## src/rtl/uart_pkg.sv

```systemverilog
// -----------------------------------------------------------------------------
// uart_pkg
// Shared definitions for the FIFO-fed UART transmitter.
//   tx_state_t : transmitter FSM state encoding
//   TX_IDLE    : level driven on the serial line when no bit is being sent
// -----------------------------------------------------------------------------
package uart_pkg;

  typedef enum logic [2:0] {
    IDLE   = 3'd0,
    REQ    = 3'd1,
    LOAD   = 3'd2,
    START  = 3'd3,
    DATA   = 3'd4,
    PARITY = 3'd5,
    STOP   = 3'd6
  } tx_state_t;

  localparam logic TX_IDLE = 1'b1;

endpackage

```

## src/rtl/fifo_uart_tx_if.sv

```systemverilog
// -----------------------------------------------------------------------------
// fifo_uart_tx_if
// Pop handshake between an upstream FIFO and the UART transmitter.
//   F_EMPTY_N : FIFO holds at least one word
//   FIFO_DATA : FIFO read data, valid the cycle after READ
//   READ      : one-cycle pop request
// Modports:
//   master : the transmitter (issues READ, consumes data)
//   slave  : the FIFO (answers READ with data)
// -----------------------------------------------------------------------------
interface fifo_uart_tx_if #(
  parameter int SIZE = 8
);

  logic            F_EMPTY_N;
  logic [SIZE-1:0] FIFO_DATA;
  logic            READ;

  modport master (
    input  F_EMPTY_N,
    input  FIFO_DATA,
    output READ
  );

  modport slave (
    output F_EMPTY_N,
    output FIFO_DATA,
    input  READ
  );

endinterface

```

## src/rtl/baud_gen.sv

```systemverilog
// -----------------------------------------------------------------------------
// baud_gen
// Bit-period timer. Counts 0..DIVISOR-1 while RUN is high and raises TICK in
// the last cycle of each period. Held at zero while RUN is low, so each new
// frame starts with a full-length first bit.
// Ports:
//   CLOCK   in  system clock
//   RESET_N in  asynchronous active-low reset
//   CLEAR_N in  synchronous active-low clear
//   RUN     in  count enable (a bit is on the line)
//   TICK    out high in the final cycle of a bit period
// DIVISOR must be >= 2.
// -----------------------------------------------------------------------------
module baud_gen #(
  parameter int DIVISOR = 16
) (
  input  logic CLOCK,
  input  logic RESET_N,
  input  logic CLEAR_N,
  input  logic RUN,
  output logic TICK
);

  localparam int            CW   = $clog2(DIVISOR);
  localparam logic [CW-1:0] LAST = CW'(DIVISOR - 1);

  logic [CW-1:0] count;

  // NOTE: sequential state uses non-blocking assignments only, so every flop
  // samples pre-edge values regardless of block evaluation order.
  always_ff @(posedge CLOCK or negedge RESET_N) begin
    if (!RESET_N)                            count <= '0;
    else if (!CLEAR_N || !RUN || count == LAST) count <= '0;
    else                                     count <= count + CW'(1);
  end

  assign TICK = RUN && (count == LAST);

endmodule

```

## src/rtl/fifo_uart_tx.sv

```systemverilog
// -----------------------------------------------------------------------------
// fifo_uart_tx
// Pops words from an upstream FIFO and sends each as an asynchronous serial
// frame: start bit, SIZE data bits LSB first, optional even parity, stop bit.
// Ports:
//   CLOCK   in  system clock
//   RESET_N in  asynchronous active-low reset
//   CLEAR_N in  synchronous active-low clear, aborts any frame in progress
//   ENABLE  in  allows new frames to start (never aborts a running one)
//   fifo    --  FIFO pop handshake (fifo_uart_tx_if.master)
//   TX      out registered serial line, idle high
//   BUSY    out high whenever the FSM is not IDLE
// Parameters: SIZE data width, DIVISOR clocks per bit (>= 2),
//             PARITY_EN 1 = append even-parity bit.
// -----------------------------------------------------------------------------
module fifo_uart_tx
  import uart_pkg::*;
#(
  parameter int SIZE      = 8,
  parameter int DIVISOR   = 16,
  parameter int PARITY_EN = 0
) (
  input  logic                  CLOCK,
  input  logic                  RESET_N,
  input  logic                  CLEAR_N,
  input  logic                  ENABLE,
  fifo_uart_tx_if.master        fifo,
  output logic                  TX,
  output logic                  BUSY
);

  localparam int            BW       = $clog2(SIZE + 1);
  localparam logic [BW-1:0] LAST_BIT = BW'(SIZE - 1);

  tx_state_t       state, state_d;
  logic [SIZE-1:0] shift_q, shift_d;
  logic            parity_q, parity_d;
  logic [BW-1:0]   bit_cnt, bit_cnt_d;
  logic            tx_d;
  logic            armed;
  logic            run, tick, start_ok;

  assign run      = state inside {START, DATA, PARITY, STOP};
  assign start_ok = ENABLE && fifo.F_EMPTY_N;
  assign BUSY     = (state != IDLE);

  baud_gen #(.DIVISOR(DIVISOR)) u_baud (
    .CLOCK   (CLOCK),
    .RESET_N (RESET_N),
    .CLEAR_N (CLEAR_N),
    .RUN     (run),
    .TICK    (tick)
  );

  // Next-state, datapath and next-TX decode. TX is computed from the next
  // state so the registered line changes on the same edge as the state.
  always_comb begin
    // NOTE: every output gets a default first; no path can leave one
    // unassigned, so no latch is inferred.
    state_d   = state;
    shift_d   = shift_q;
    parity_d  = parity_q;
    bit_cnt_d = bit_cnt;

    case (state)
      IDLE:   if (armed && start_ok) state_d = REQ;
      REQ:    state_d = LOAD;
      LOAD: begin
        shift_d   = fifo.FIFO_DATA;
        parity_d  = ^fifo.FIFO_DATA;
        bit_cnt_d = '0;
        state_d   = START;
      end
      START:  if (tick) state_d = DATA;
      DATA: begin
        if (tick) begin
          shift_d   = shift_q >> 1;
          bit_cnt_d = bit_cnt + BW'(1);
          if (bit_cnt == LAST_BIT) state_d = (PARITY_EN != 0) ? PARITY : STOP;
        end
      end
      PARITY: if (tick) state_d = STOP;
      STOP:   if (tick) state_d = start_ok ? REQ : IDLE;
      default: state_d = IDLE;
    endcase

    case (state_d)
      START:   tx_d = 1'b0;
      DATA:    tx_d = shift_d[0];
      PARITY:  tx_d = parity_d;
      default: tx_d = TX_IDLE;
    endcase
  end

  always_ff @(posedge CLOCK or negedge RESET_N) begin
    if (!RESET_N) begin
      state     <= IDLE;
      shift_q   <= '0;
      parity_q  <= 1'b0;
      bit_cnt   <= '0;
      TX        <= TX_IDLE;
      fifo.READ <= 1'b0;
    end else if (!CLEAR_N) begin
      state     <= IDLE;
      shift_q   <= '0;
      parity_q  <= 1'b0;
      bit_cnt   <= '0;
      TX        <= TX_IDLE;
      fifo.READ <= 1'b0;
    end else begin
      state     <= state_d;
      shift_q   <= shift_d;
      parity_q  <= parity_d;
      bit_cnt   <= bit_cnt_d;
      TX        <= tx_d;
      fifo.READ <= (state_d == REQ);
    end
  end

  // Blocks a start on the first edge after reset release, so the earliest
  // pop request is registered on the second rising edge.
  always_ff @(posedge CLOCK or negedge RESET_N) begin
    if (!RESET_N) armed <= 1'b0;
    else          armed <= 1'b1;
  end

endmodule
```

## src/flat_wrapper.sv

```systemverilog
// flat-port wrapper written by rule: the top's interface ports become plain ports
module fifo_uart_tx_flat import uart_pkg::*;
#(
  parameter int SIZE      = 8,
  parameter int DIVISOR   = 16,
  parameter int PARITY_EN = 0
)
  (CLOCK, RESET_N, CLEAR_N, ENABLE, TX, BUSY, fifo_F_EMPTY_N, fifo_FIFO_DATA, fifo_READ);
  fifo_uart_tx_if #(.SIZE(SIZE)) fifo_i ();
  input  logic CLOCK;
  input  logic RESET_N;
  input  logic CLEAR_N;
  input  logic ENABLE;
  output logic TX;
  output logic BUSY;
  input wire logic [$bits(fifo_i.F_EMPTY_N)-1:0] fifo_F_EMPTY_N;
  input wire logic [$bits(fifo_i.FIFO_DATA)-1:0] fifo_FIFO_DATA;
  output wire logic [$bits(fifo_i.READ)-1:0] fifo_READ;
  assign fifo_i.F_EMPTY_N = fifo_F_EMPTY_N;
  assign fifo_i.FIFO_DATA = fifo_FIFO_DATA;
  assign fifo_READ = fifo_i.READ;
  fifo_uart_tx #(.SIZE(SIZE), .DIVISOR(DIVISOR), .PARITY_EN(PARITY_EN)) u_core (.CLOCK(CLOCK), .RESET_N(RESET_N), .CLEAR_N(CLEAR_N), .ENABLE(ENABLE), .fifo(fifo_i), .TX(TX), .BUSY(BUSY));
endmodule
```

## config.mk

```make
export PLATFORM = sky130hd
export DESIGN_NAME = fifo_uart_tx_flat
export DESIGN_NICKNAME = d
export VERILOG_FILES = /design/src/rtl/uart_pkg.sv /design/src/rtl/fifo_uart_tx_if.sv /design/src/rtl/baud_gen.sv /design/src/rtl/fifo_uart_tx.sv /design/src/flat_wrapper.sv
export SDC_FILE = /design/constraint.sdc
export NUM_CORES = 1
export LEC_CHECK = 0
export ABC_AREA = 0
export CAP_MARGIN = 20
export CORE_MARGIN = 3
export CORE_UTILIZATION = 33
export DETAILED_ROUTE_END_ITERATION = 16
export SYNTH_ARGS = -nofsm -noshare
export SYNTH_HDL_FRONTEND = slang
export SYNTH_SLANG_ARGS = --single-unit
```

## constraint.sdc

```tcl
create_clock -name CLOCK -period 2.56 [get_ports CLOCK]
set_input_delay 0.384 -clock CLOCK [delete_from_list [all_inputs] [get_ports CLOCK]]
set_output_delay 0.384 -clock CLOCK [all_outputs]
set_load 0.05 [all_outputs]
```

==> flow_summary.yaml, run 1 <==
power_and_ir_drop:
  p_per_area_nw_per_um2: 523
  cellLeakagePower_nw: 0.649
  ir_worst_vdd_mv: 0.222
synthesis:
  yosysSeqAreaShare_pct: 44.2
  synth_edf_count: 0
  post-synth-top-area-cell: "dfrtp_1"
  synthTopCellsByArea: "dfrtp_1 42%, xnor2_1 4.7%, a222oi_1 4.6%, nor2b_1 4.3%, buf_6 2.6%"
  synth.cell_area_um2: 1300
  synth_warnings: 0
  syn_nets: 142
  synth_cell_types: 45
  async_flop_share_pct: 100
  synth_seq_cells: 23
  synth_top_area_share_pct: 42.2
  postSynthAreaPerCell_um2: 10.3
  yosys_most_used_dff: "dfrtp_1"
  syn_inst: 127
timing:
  max_freq_mhz: 437
  min_period_ps: 2290
  finalHoldViolCount: 0
  setup_viol: 0
  period_share_pct: 89.5
  clock_skew_ps: 3.52
  rsz0062_at_grt: "false"
  slew_viol_final: 0
  fin_tns_setup_ps: 0
floorplanning:
  coreArea_um2: 3740
  die_area_um2: 4740
  num_io_pins: 16
  row_count: 22
  dieHeight_um: 68.9
  initial_core_util_pct: 34.8
  die_w_um: 68.9
clocking:
  cts_tree: "yes"
  holdBufCountCts: 0
  cts_setup_buffers: 0
  clkLatencyLatePin_ps: 270
  clockBufferDepth: 2
  cts_repair_resize_count: 0
  clk_pin_slew_worst_paths_ps: 80
  ctsHtreeMaxLevel: 1
  cts_sinks: 23
  cts-buffers-inserted: 3
  cts_root_buf: "clkbuf_8"
finish:
  area_delta_synth_final_pct: 16.5
  drive_gt1_share_pct: 9.22
  mostFrequentLayoutCells: "22 x dfrtp_1, 15 x clkdlybuf4s50_1, 9 x nor2b_1"
  multi_input_area_um2: 649
  seq_area_um2: 577
  final_common_cell: "dfrtp_1"
  nNetsFinal: 157
  num_antenna_cells: 0
  utilization_pct: 40.6
  n_fill_cell: 399
place:
  routabilityCongestion: 0.825
  portBuffers: 15
  dp_hpwl_mm: 1.91
worst_setup_path:
  start_kind: "flop"
  critPathRequiredTime_ps: 2180
  path_class: "reg -> out"
  cp.arrival_ps: 1910
  end_kind: "output pin"
  cp_max_fo: 12
flow_run:
  drv_cap: 0
global_routing:
  grt_pass1_vias: 992
  globalRouteTotalUtil_pct: 12.9
  grt_max_degree: 15
  antenna_found_initial: 0
  grt_pass1_wl_mm: 4.47
  grt.overflow.total: 0
drt:
  post_drt_wl_per_cell_um: 13.8
  ant_nets: 0
  viasPerCell: 5.30
  drt_iter0_drc: 50
  drt_first_pass_iters: 4
  wirelength_mm: 2.61
  drcViolationCount: 0
  dr_total_vias: 1002
run_status:
  run_status: "complete, no violations"
min_path:
  min_path_type: "in -> async"
-- through the flow --
step	power, mW	hold slack (ps)	worst slack [ps]	instance area (um^2)	cells
2_1_floorplan	0.516	88.4	670	1300	127
3_3_place_gp	0.572	445	550	1470	185
3_5_place_dp	0.575	453	509	1470	185
4_1_cts	0.807	453	268	1520	189
5_1_grt	0.841	478	180	1520	189
6_report	0.795	438	269	1520	189
-- synth_stat cells, types with 2 or more instances --
master / n
xor2_1: 3
xnor2_1: 7
ha_1: 2
and2_1: 2
a211oi_1: 3
nand2_1: 6
a222oi_1: 6
mux2i_1: 2
inv_1: 6
and2b_1: 2
and3_1: 2
o21ai_0: 4
nand3_1: 4
nor3b_1: 2
buf_2: 2
a21oi_1: 4
a22oi_1: 2
dfrtp_1: 22
nor2_1: 7
or3_1: 2
nor2b_1: 9
nand2b_1: 3
buf_6: 3
-- cells by family after synthesis --
| logic type | count (synthesis) | synth area share [%] |
|---|---|---|
| AND/OR/NAND/NOR | 51 | 24.6 |
| AO/OA/AOI/OAI | 25 | 14.8 |
| buffers and inverters | 13 | 5.95 |
| XOR/XNOR | 10 | 6.72 |
| other | 1 | 0.288 |
| multiplexers | 2 | 1.54 |
| adder cells (fa/ha/maj) | 2 | 1.92 |
| flip-flops | 23 | 44.2 |
-- area by class of cell --
cell class                 instances  share of cell area, %
clock buffer                       4                   2.97
inverter                           6                   1.48
multi-input combinational         91                   42.8
sequential                        23                   38.0
tap                               48                   3.95
timing repair buffer              17                   10.9
-- registers in the layout, summed over array words and instances (netlist names) --
name and cells:
u_core.parity_q 1, u_core.fifo.READ 1, u_core.shift_q 8, u_core.armed 1, u_core.bit_cnt 4, u_core.state 3
u_core.u_baud.count 4, u_core.TX 1
-- power breakdown --
group / total, mW / switching [mW] / internal [mW]
combinational: 0.168 / 0.0874 / 0.0806
clock: 0.229 / 0.118 / 0.111
sequential: 0.398 / 0.0176 / 0.380
total: 0.795 / 0.223 / 0.572
-- worst paths after layout --
check,from,end,slack (ps),cells after the start
min in group CLOCK,u_core.u_baud.count[0]$_DFF_PN0_,u_core.u_baud.count[0]$_DFF_PN0_,460,1
worst max register to register,u_core.state[2]$_DFF_PN0_,u_core.TX$_DFF_PN1_,530,5
worst min register to register,u_core.u_baud.count[0]$_DFF_PN0_,u_core.u_baud.count[0]$_DFF_PN0_,460,1
worst min-delay path,RESET_N,u_core.armed$_DFF_PN0_,440,1
worst max-delay path,u_core.state[0]$_DFF_PN0_,BUSY,270,2
max in group asynchronous,RESET_N,u_core.shift_q[6]$_DFFE_PN0P_,1540,2
-- metal layers --
layer	up-vias	track usage (%)	wire, um
met5	-	0	0
li1	478	-	-
met4	0	5.84	52
met2	22	21.2	1280
met1	496	16.3	1170
met3	6	2.43	109
-- critical path: stages (launching register included) --
cell	delay [ps]
dfrtp_1	530
or3_1	410
clkdlybuf4s50_1	700
Note: power is estimated with default switching activity, not from simulation.
==> run 2: changes to the inputs <==
--- a/config.mk
+++ b/config.mk
@@ -7,9 +7,9 @@
 export LEC_CHECK = 0
 export ABC_AREA = 0
 export CAP_MARGIN = 20
-export CORE_MARGIN = 3
-export CORE_UTILIZATION = 33
+export CORE_UTILIZATION = 45
 export DETAILED_ROUTE_END_ITERATION = 16
+export PLACE_DENSITY = 0.67
 export SYNTH_ARGS = -nofsm -noshare
 export SYNTH_HDL_FRONTEND = slang
 export SYNTH_SLANG_ARGS = --single-unit
==> run 2 against run 1 <==
Compared with the run above: combinational power is essentially flat; clock skew grew 4.2 ps; count of clock-buffer cells in the layout shrank 1; wire length shrank 7.7%; sequential share of layout area grew 0.80 points; critical path type unchanged; sequential power is essentially flat; first-iteration DRC count shrank 18%; largest power group unchanged.
==> flow_summary.yaml, run 2 (synthesis gave the netlist of run 1 again) <==
finish:
  nNetsFinal: 158
  num_antenna_cells: 0
  mostFrequentLayoutCells: "22 x dfrtp_1, 15 x clkdlybuf4s50_1, 9 x nor2b_1"
  reg.largest.list: "u_core.shift_q: 8 flops, u_core.bit_cnt: 4 flops, u_core.u_baud.count: 4 flops"
  final_common_cell: "dfrtp_1"
  fin_area_um2: 1490
  largest_register_ff_count: 8
  drive_gt1_share_pct: 10.6
  largest-register: "u_core.shift_q"
  area_delta_synth_final_pct: 14.1
clocking:
  cts-buffers-inserted: 3
  clockBufferDepth: 2
  cts_sinks: 23
  cts_repair_resize_count: 0
  clk_pin_slew_worst_paths_ps: 130
  cts_setup_buffers: 0
  clkLatencyLatePin_ps: 310
  ctsHtreeMaxLevel: 1
  holdBufCountCts: 0
  cts_tree: "yes"
  cts_root_buf: "clkbuf_4"
global_routing:
  grt_use_met2_pct: 30.8
  grt_pass1_vias: 974
  grt_most_used_layer: "met2"
  grt_max_degree: 15
  use_met1_pct: 21.1
  grt_pass1_wl_mm: 4.28
  globalRouteTotalUtil_pct: 17.2
  grt_util_met3_pct: 2.33
  grt.overflow.total: 0
  antenna_found_initial: 0
drt:
  drt_first_pass_iters: 4
  ant_nets: 0
  wirelength_mm: 2.41
  drt_iter0_drc: 41
  dr_total_vias: 974
  drcViolationCount: 0
  viasPerCell: 5.63
  post_drt_wl_per_cell_um: 13.9
power_and_ir_drop:
  ir_worst_vdd_mv: 0.297
  power_uw: 732
  cellLeakagePower_nw: 0.649
  p_per_area_nw_per_um2: 492
worst_setup_path:
  cp.arrival_ps: 1960
  end_kind: "output pin"
  critPathRequiredTime_ps: 2180
  cp_max_fo: 14
  path_class: "reg -> out"
  r2r_cells: 5
  start_kind: "flop"
timing:
  timing.final.ws_setup_ps: 213
  period_share_pct: 91.7
  holdWs_ps: 385
  rsz0062_at_grt: "false"
  min_period_ps: 2350
  setup_viol: 0
  fin_tns_setup_ps: 0
  slew_viol_final: 0
  finalHoldViolCount: 0
  clock_skew_ps: 7.72
  max_freq_mhz: 426
floorplanning:
  coreArea_um2: 2760
  row_count: 19
  num_io_pins: 16
  die_w_um: 55.8
  initial_core_util_pct: 47.3
  dieHeight_um: 55.8
  die_area_um2: 3120
place:
  pre_cts_ws_ps: 516
  routabilityCongestion: 0.769
  portBuffers: 15
  dpl_cell_area_um2: 1460
  dp_hpwl_mm: 1.82
run_status:
  run_status: "complete, no violations"
min_path:
  min_path_type: "in -> async"
flow_run:
  drv_cap: 0
[run 2: layer usage]
layer	vias to the layer above	part of all wire, %
met3	2	2.5
met1	483	48
met4	0	0.66
met5	-	0
met2	10	49
li1	479	-
[run 2: worst paths after layout]
check | startpoint | to | slack (ps)
setup / recovery | u_core.state[2]$_DFF_PN0_ | BUSY | 210
hold reg to reg | u_core.u_baud.count[0]$_DFF_PN0_ | u_core.u_baud.count[0]$_DFF_PN0_ | 480
min in group CLOCK | u_core.u_baud.count[0]$_DFF_PN0_ | u_core.u_baud.count[0]$_DFF_PN0_ | 480
hold / removal | RESET_N | u_core.state[2]$_DFF_PN0_ | 390
max in group asynchronous | RESET_N | u_core.bit_cnt[1]$_DFFE_PN0P_ | 1610
setup reg to reg | u_core.state[2]$_DFF_PN0_ | u_core.bit_cnt[2]$_DFFE_PN0P_ | 520
[run 2: where the power goes]
part / switching [mW] / total [mW] / leakage [nW] / internal, mW
registers: 0.0178 / 0.398 / 0.313 / 0.380
logic: 0.0863 / 0.169 / 0.319 / 0.0826
clock network: 0.107 / 0.166 / 0.0177 / 0.0583
total: 0.211 / 0.732 / 0.649 / 0.521
[run 2: layout make-up]
cell class / count / area [um^2]
well taps: 31 / 38.8
inverters: 6 / 22.5
fillers: 257 / 1270
clock buffers: 3 / 22.5
repair buffers: 18 / 173
flip-flops and latches: 23 / 577
clock inverters: 1 / 5.00
multi-input cells: 91 / 649
[run 2: critical path: stages (launching register included)]
cell and delay (ps):
dfrtp_1 580, or3_1 370, clkdlybuf4s50_1 700
[run 2: metrics by stage]
step	utilization [%]	std cells
6_report	53.9	173
5_1_grt	53.9	173
4_1_cts	53.9	173
3_5_place_dp	52.9	169
3_3_place_gp	52.9	169
2_1_floorplan	-	127
